**src/rtl/uart_pkg.sv**
```systemverilog
// uart_pkg -- shared types and helpers for the UART transmitter.
//   uart_state_e    : transmitter FSM state encoding
//   cycles_per_bit(): clk cycles per line bit (integer division)
// Optional feature macro: UART_TX_PARITY_EN adds the PARITY state.
package uart_pkg;

  typedef enum logic [2:0] {
    ST_IDLE   = 3'd0,
    ST_START  = 3'd1,
    ST_DATA   = 3'd2,
`ifdef UART_TX_PARITY_EN
    ST_PARITY = 3'd3,
`endif
    ST_STOP   = 3'd4
  } uart_state_e;

  function automatic int cycles_per_bit(input int clk_hz, input int bit_rate);
    return clk_hz / bit_rate;
  endfunction

endpackage

```
**src/rtl/uart_baud_cnt.sv**
```systemverilog
// uart_baud_cnt -- bit-period timer for the UART transmitter.
// Ports:
//   clk      : system clock
//   resetn   : asynchronous active-low reset
//   run      : count while high; counter held at zero while low
//   bit_tick : high in the last cycle of each bit period
module uart_baud_cnt #(
  parameter int CYCLES_PER_BIT = 10
) (
  input  logic clk,
  input  logic resetn,
  input  logic run,
  output logic bit_tick
);

  localparam int CW = $clog2(CYCLES_PER_BIT) + 1;

  logic [CW-1:0] cnt_q, cnt_d;

  assign bit_tick = run && (cnt_q == CW'(CYCLES_PER_BIT - 1));

  // Cleared on every bit boundary, so it never wraps inside a bit.
  always_comb begin
    cnt_d = '0;
    if (run && !bit_tick) cnt_d = cnt_q + CW'(1);
  end

  always_ff @(posedge clk or negedge resetn) begin
    if (!resetn) cnt_q <= '0;
    else         cnt_q <= cnt_d;
  end

endmodule

```
**src/rtl/uart_tx.sv**
```systemverilog
// uart_tx -- UART transmitter: start bit, PAYLOAD_BITS data bits LSB first,
// optional even parity bit, STOP_BITS stop bits.
// Optional feature macro: UART_TX_PARITY_EN (even parity bit after data).
// Ports:
//   clk           : system clock, rising edge
//   resetn        : asynchronous active-low reset, aborts any frame
//   uart_tx_valid : request to send uart_tx_data
//   uart_tx_data  : payload, latched on acceptance
//   uart_tx_ready : high only in IDLE
//   uart_tx_busy  : inverse of uart_tx_ready
//   uart_txd      : serial line, idle high, registered
//
// state  | meaning
// IDLE   | line high, ready to accept a byte
// START  | line low for one bit period
// DATA   | shifting payload out LSB first
// PARITY | even parity bit (UART_TX_PARITY_EN only)
// STOP   | line high for STOP_BITS bit periods
module uart_tx
  import uart_pkg::*;
#(
  parameter int BIT_RATE     = 9600,
  parameter int CLK_HZ       = 50_000_000,
  parameter int PAYLOAD_BITS = 8,
  parameter int STOP_BITS    = 1
) (
  input  logic                    clk,
  input  logic                    resetn,
  input  logic                    uart_tx_valid,
  input  logic [PAYLOAD_BITS-1:0] uart_tx_data,
  output logic                    uart_tx_ready,
  output logic                    uart_tx_busy,
  output logic                    uart_txd
);

  localparam int CYCLES_PER_BIT = cycles_per_bit(CLK_HZ, BIT_RATE);
  localparam int BW             = $clog2(PAYLOAD_BITS) + 1;

  generate
    if (CYCLES_PER_BIT < 2) begin : g_bad_rate
      $error("uart_tx: CLK_HZ/BIT_RATE must be at least 2");
    end
    if (STOP_BITS < 1 || STOP_BITS > 2) begin : g_bad_stop
      $error("uart_tx: STOP_BITS must be 1 or 2");
    end
  endgenerate

  uart_state_e             state_q, state_d;
  logic [PAYLOAD_BITS-1:0] shift_q, shift_d;
  logic [BW-1:0]           bit_cnt_q, bit_cnt_d;
  logic [BW-1:0]           bit_cnt_inc;
  logic                    txd_q, txd_d;
  logic                    bit_tick;
  logic                    accept;
`ifdef UART_TX_PARITY_EN
  logic                    parity_q, parity_d;
`endif

  assign uart_tx_ready = (state_q == ST_IDLE);
  assign uart_tx_busy  = ~uart_tx_ready;
  assign uart_txd      = txd_q;
  assign accept        = uart_tx_valid && uart_tx_ready;
  assign bit_cnt_inc   = bit_cnt_q + BW'(1);

  uart_baud_cnt #(
    .CYCLES_PER_BIT (CYCLES_PER_BIT)
  ) u_baud_cnt (
    .clk      (clk),
    .resetn   (resetn),
    .run      (uart_tx_busy),
    .bit_tick (bit_tick)
  );

  always_comb begin
    state_d   = state_q;
    shift_d   = shift_q;
    bit_cnt_d = bit_cnt_q;
`ifdef UART_TX_PARITY_EN
    parity_d  = parity_q;
`endif
    case (state_q)
      ST_IDLE: begin
        if (accept) begin
          state_d   = ST_START;
          shift_d   = uart_tx_data;
          bit_cnt_d = '0;
`ifdef UART_TX_PARITY_EN
          parity_d  = ^uart_tx_data;
`endif
        end
      end
      ST_START: begin
        if (bit_tick) state_d = ST_DATA;
      end
      ST_DATA: begin
        if (bit_tick) begin
          shift_d = shift_q >> 1;
          if (bit_cnt_inc == BW'(PAYLOAD_BITS)) begin
            bit_cnt_d = '0;
`ifdef UART_TX_PARITY_EN
            state_d   = ST_PARITY;
`else
            state_d   = ST_STOP;
`endif
          end else begin
            bit_cnt_d = bit_cnt_inc;
          end
        end
      end
`ifdef UART_TX_PARITY_EN
      ST_PARITY: begin
        if (bit_tick) state_d = ST_STOP;
      end
`endif
      ST_STOP: begin
        // bit_cnt reused to count stop bits
        if (bit_tick) begin
          if (bit_cnt_inc == BW'(STOP_BITS)) begin
            bit_cnt_d = '0;
            state_d   = ST_IDLE;
          end else begin
            bit_cnt_d = bit_cnt_inc;
          end
        end
      end
      default: state_d = ST_IDLE;
    endcase

    // Line level follows the state being entered so txd stays registered.
    txd_d = 1'b1;
    case (state_d)
      ST_START:  txd_d = 1'b0;
      ST_DATA:   txd_d = shift_d[0];
`ifdef UART_TX_PARITY_EN
      ST_PARITY: txd_d = parity_d;
`endif
      default:   txd_d = 1'b1;
    endcase
  end

  always_ff @(posedge clk or negedge resetn) begin
    if (!resetn) begin
      state_q   <= ST_IDLE;
      shift_q   <= '0;
      bit_cnt_q <= '0;
      txd_q     <= 1'b1;
    end else begin
      state_q   <= state_d;
      shift_q   <= shift_d;
      bit_cnt_q <= bit_cnt_d;
      txd_q     <= txd_d;
    end
  end

`ifdef UART_TX_PARITY_EN
  always_ff @(posedge clk or negedge resetn) begin
    if (!resetn) parity_q <= 1'b0;
    else         parity_q <= parity_d;
  end
`endif

endmodule

```
**config.mk**
```make
export PLATFORM = sky130hd
export DESIGN_NAME = uart_tx
export DESIGN_NICKNAME = d
export VERILOG_FILES = /design/src/rtl/uart_pkg.sv /design/src/rtl/uart_baud_cnt.sv /design/src/rtl/uart_tx.sv
export SDC_FILE = /design/constraint.sdc
export NUM_CORES = 1
export LEC_CHECK = 0
export BUFFER_PORTS_ARGS = -buffer_cell sky130_fd_sc_hd__buf_2
export CORE_UTILIZATION = 52
export CTS_CLUSTER_DIAMETER = 40
export DETAILED_ROUTE_END_ITERATION = 6
export PLACE_DENSITY = 0.8
export SETUP_SLACK_MARGIN = 0.3
export SKIP_LAST_GASP = 1
export SLEW_MARGIN = 20
export SYNTH_ARGS = -nofsm -noshare
export SYNTH_HDL_FRONTEND = slang
export SYNTH_SLANG_ARGS = --single-unit
export TNS_END_PERCENT = 20
```
**constraint.sdc**
```tcl
create_clock -name clk -period 2 [get_ports clk]
set_input_delay 0.2 -clock clk [delete_from_list [all_inputs] [get_ports clk]]
set_output_delay 0.2 -clock clk [all_outputs]
set_load 0.005 [all_outputs]
```
==> flow_summary.toml <==
[sta]
min_period_ns = 2.05
hold_viol_final = 0
period_share_pct = 103
fin_ws_ns = -0.0510
drv_slew = 0
worst_slew_pin_slew_ns = 0.652
rsz0062_at_grt = "yes"
fmax_mhz = 488
max_slew_margin_pct = 56.6
fin_skew_ns = 0.00869
setup_viol = 13
tns_ns = -0.191

[synthesis]
synth-xor-area-share_pct = 8.71
synth-edff-count = 0
synth_cell_type_count = 43
synth_compound_area_share_pct = 11.7
ys_seq_elements = 30
ys_dominant_reg_cell = "dfrtp_1"
synth_top_family_by_area = "simple AND/OR/NAND/NOR gates"
synthAdderAreaFrac_pct = 3.11
async_flop_share_pct = 100
synthMuxAreaShare_pct = 0.700
synthTopCellsByArea = "dfrtp_1 45%, xor2_1 6.5%, nand2_1 6.3%"
netlist_area_um2 = 1610
yosysSeqAreaShare_pct = 46.7
synth_cells = 160
postSynthAreaPerCell_um2 = 10.1
synth_top_area_cell = "dfrtp_1"
yosys.area_share.simple_pct = 24.0
yosysTopAreaCellShare_pct = 45.1
syn_nets = 175
ys_warn_count = 0

[setup_path]
arrival_ns = 2.29
cp_slowest_cell = "or4b_4"
endpoint_kind = "register"
path_cells = "or4b_4, nor4_4, buf_4, a21oi_2, a221oi_4, inv_1"
worst-path-buf-inv = 2
startpoint_type = "register"
crit_family = "simple AND/OR/NAND/NOR gates"
cp_max_fo = 4
crit_type = "reg -> reg"
max_stage_delay_ns = 0.55
cp.required_ns = 2.23

[status]
violations = "DRC, setup timing"
status = "finished with violations"

[min_path]
min_path_type = "in -> reg"

[power]
power.switching_w = 0.000238
clkPwrFrac_pct = 43.4
powerDensity_nw_per_um2 = 577
p_int_w = 0.000873
combPwrFrac_pct = 2.1
total_leakage_power_nw = 0.962
swShare_pct = 21.4
seqPwrFrac_pct = 54.5
ir_drop_mv = 0.319

[grt]
grt_max_degree = 31
track_usage_pct = 23.7
grt_pass1_vias = 1314
grt_pass1_wl_um = 5820
overflow = 0
antenna_found_initial = 0

[final_layout]
syn_to_final_growth_pct = 19.8
layout.cells.non_filler = 226
fin_nets = 209
layout_commonest_cell = "dfrtp_1"
fillers = 208
drive_gt1_share_pct = 30.8
mostFrequentLayoutCells = "29 x dfrtp_1, 27 x nand2_1, 16 x nor2_1"
antennaDiodeCount = 0

[floorplanning]
core_region_area_um2 = 2850
pin_count = 14
start_util_pct = 56.4
num_rows = 19
die_y_um = 57.6
dieArea_um2 = 3320
die_w_um = 57.6

[clocking]
cts_buffers = 5
tritoncts = "yes"
clkTransAtPathRegs_ns = 0.10
cts_buffer_depth = 2
cts_max_level = 2
cts_root_buf = "clkbuf_4"
clk_latency_ns = 0.34
clock-sinks = 30

[route]
drt_iter0_drc = 101
ant_nets = 0
first_pass_iters = 6
drt-total-wl_um = 3440
wl_per_cell_um = 15.2
avgViaCountPerCell = 5.81
vias = 1314
drc = 3

[place]
dpl.cell_count = 210
portBuffers = 13
routabilityCongestion = 0.832
dp_hpwl_um = 2190

[job]
maxCapViolations = 0
path summary, 6_finish.rpt:
| kind | startpoint | end | slack, ns | cells past startpoint |
|---|---|---|---|---|
| setup / recovery | u_baud_cnt.cnt_q[5] | shift_q[0] | -0.05 | 6 |
| hold / removal | uart_tx_data[7] | shift_q[7] | 0.07 | 3 |
| setup reg to reg | u_baud_cnt.cnt_q[5] | shift_q[0] | -0.05 | 6 |
| hold reg to reg | shift_q[3] | shift_q[3] | 0.49 | 2 |
| max in group asynchronous | resetn | u_baud_cnt.cnt_q[0] | 1.16 | 2 |
| min in group asynchronous | resetn | shift_q[7] | 0.42 | 2 |
power by group through the flow:
stage                     registers [W]    logic [W]  clock network [W]
after floorplan                0.000618  0.000000544                  0
after global placement         0.000618    0.0000219                  0
after detailed placement       0.000618    0.0000228                  0
after CTS                      0.000606    0.0000245           0.000489
after global routing           0.000606    0.0000271           0.000519
final                          0.000606    0.0000235           0.000482
worst reg2reg max path: stages (launching register included):
cell	delay [ns]
dfrtp_1	0.39
or4b_4	0.55
nor4_4	0.39
buf_4	0.19
a21oi_2	0.07
a221oi_4	0.27
inv_1	0.08
per-layer routing:
metal,up-vias,wire [um],global-route usage [%]
li1,626,-,-
met1,646,1390,25.7
met2,32,1820,42.4
met3,10,156,6.92
met4,0,78,11.1
met5,-,0,0
what timing repair did:
action / CTS / global route
setup buffers: 3 / 3
pin swaps: 5 / 3
endpoints found under the setup margin: 28 / 29
hold buffers: 1 / 0
hold endpoints to repair: 29 / 0
resized for setup: 9 / 6
cloned: 1 / 0
cell usage after synthesis (2+ instances only):
library cell	count
dfrtp_1	29
o31ai_1	2
nor2_1	18
nand2_1	27
buf_6	2
xnor2_1	4
nor3_1	3
o21ai_0	4
inv_1	7
or4b_4	2
xor2_1	12
ha_1	4
a21oi_2	2
nand3_1	7
a22oi_1	6
clkbuf_8	2
and3_1	3
through the flow:
stage | hold WS [ns] | util, % | setup slack (ns) | instance area, um2 | power (W)
5_1_grt | 0.0855 | 67.5 | -0.150 | 1930 | 0.00115
2_1_floorplan | -0.0956 | - | -0.0423 | 1610 | 0.000619
3_3_place_gp | 0.253 | 61.0 | 0.0209 | 1740 | 0.000640
4_1_cts | 0.0671 | 66.1 | -0.0139 | 1890 | 0.00112
6_report | 0.0702 | 67.5 | -0.0510 | 1930 | 0.00111
3_5_place_dp | 0.265 | 61.0 | -0.0707 | 1740 | 0.000641
cell type report:
class	count	area, um2	share of cell area [%]
clock buffer	5	37.5	1.95
clock inverter	3	40.0	2.08
tap	31	38.8	2.01
multi-input combinational	119	822	42.7
timing repair buffer	31	210	10.9
sequential	30	752	39.0
inverter	7	26.3	1.36
kinds of logic (layout without fill, tap and decap cells):
logic type | Yosys count | count (layout)
muxes | 1 | 1
xor gates and xnor gates | 16 | 16
and+or+nand+nor | 73 | 74
adders and majority gates | 4 | 4
AOI/OAI and AO/OA | 24 | 24
DFF | 30 | 30
buffers and inverters | 12 | 46
flip-flops by register name, summed over array words and instances, names as in the netlist:
register          flops
u_baud_cnt.cnt_q     14
shift_q               8
bit_cnt_q             4
state_q               3
uart_txd              1
Note: power is estimated with default switching activity, not from simulation.
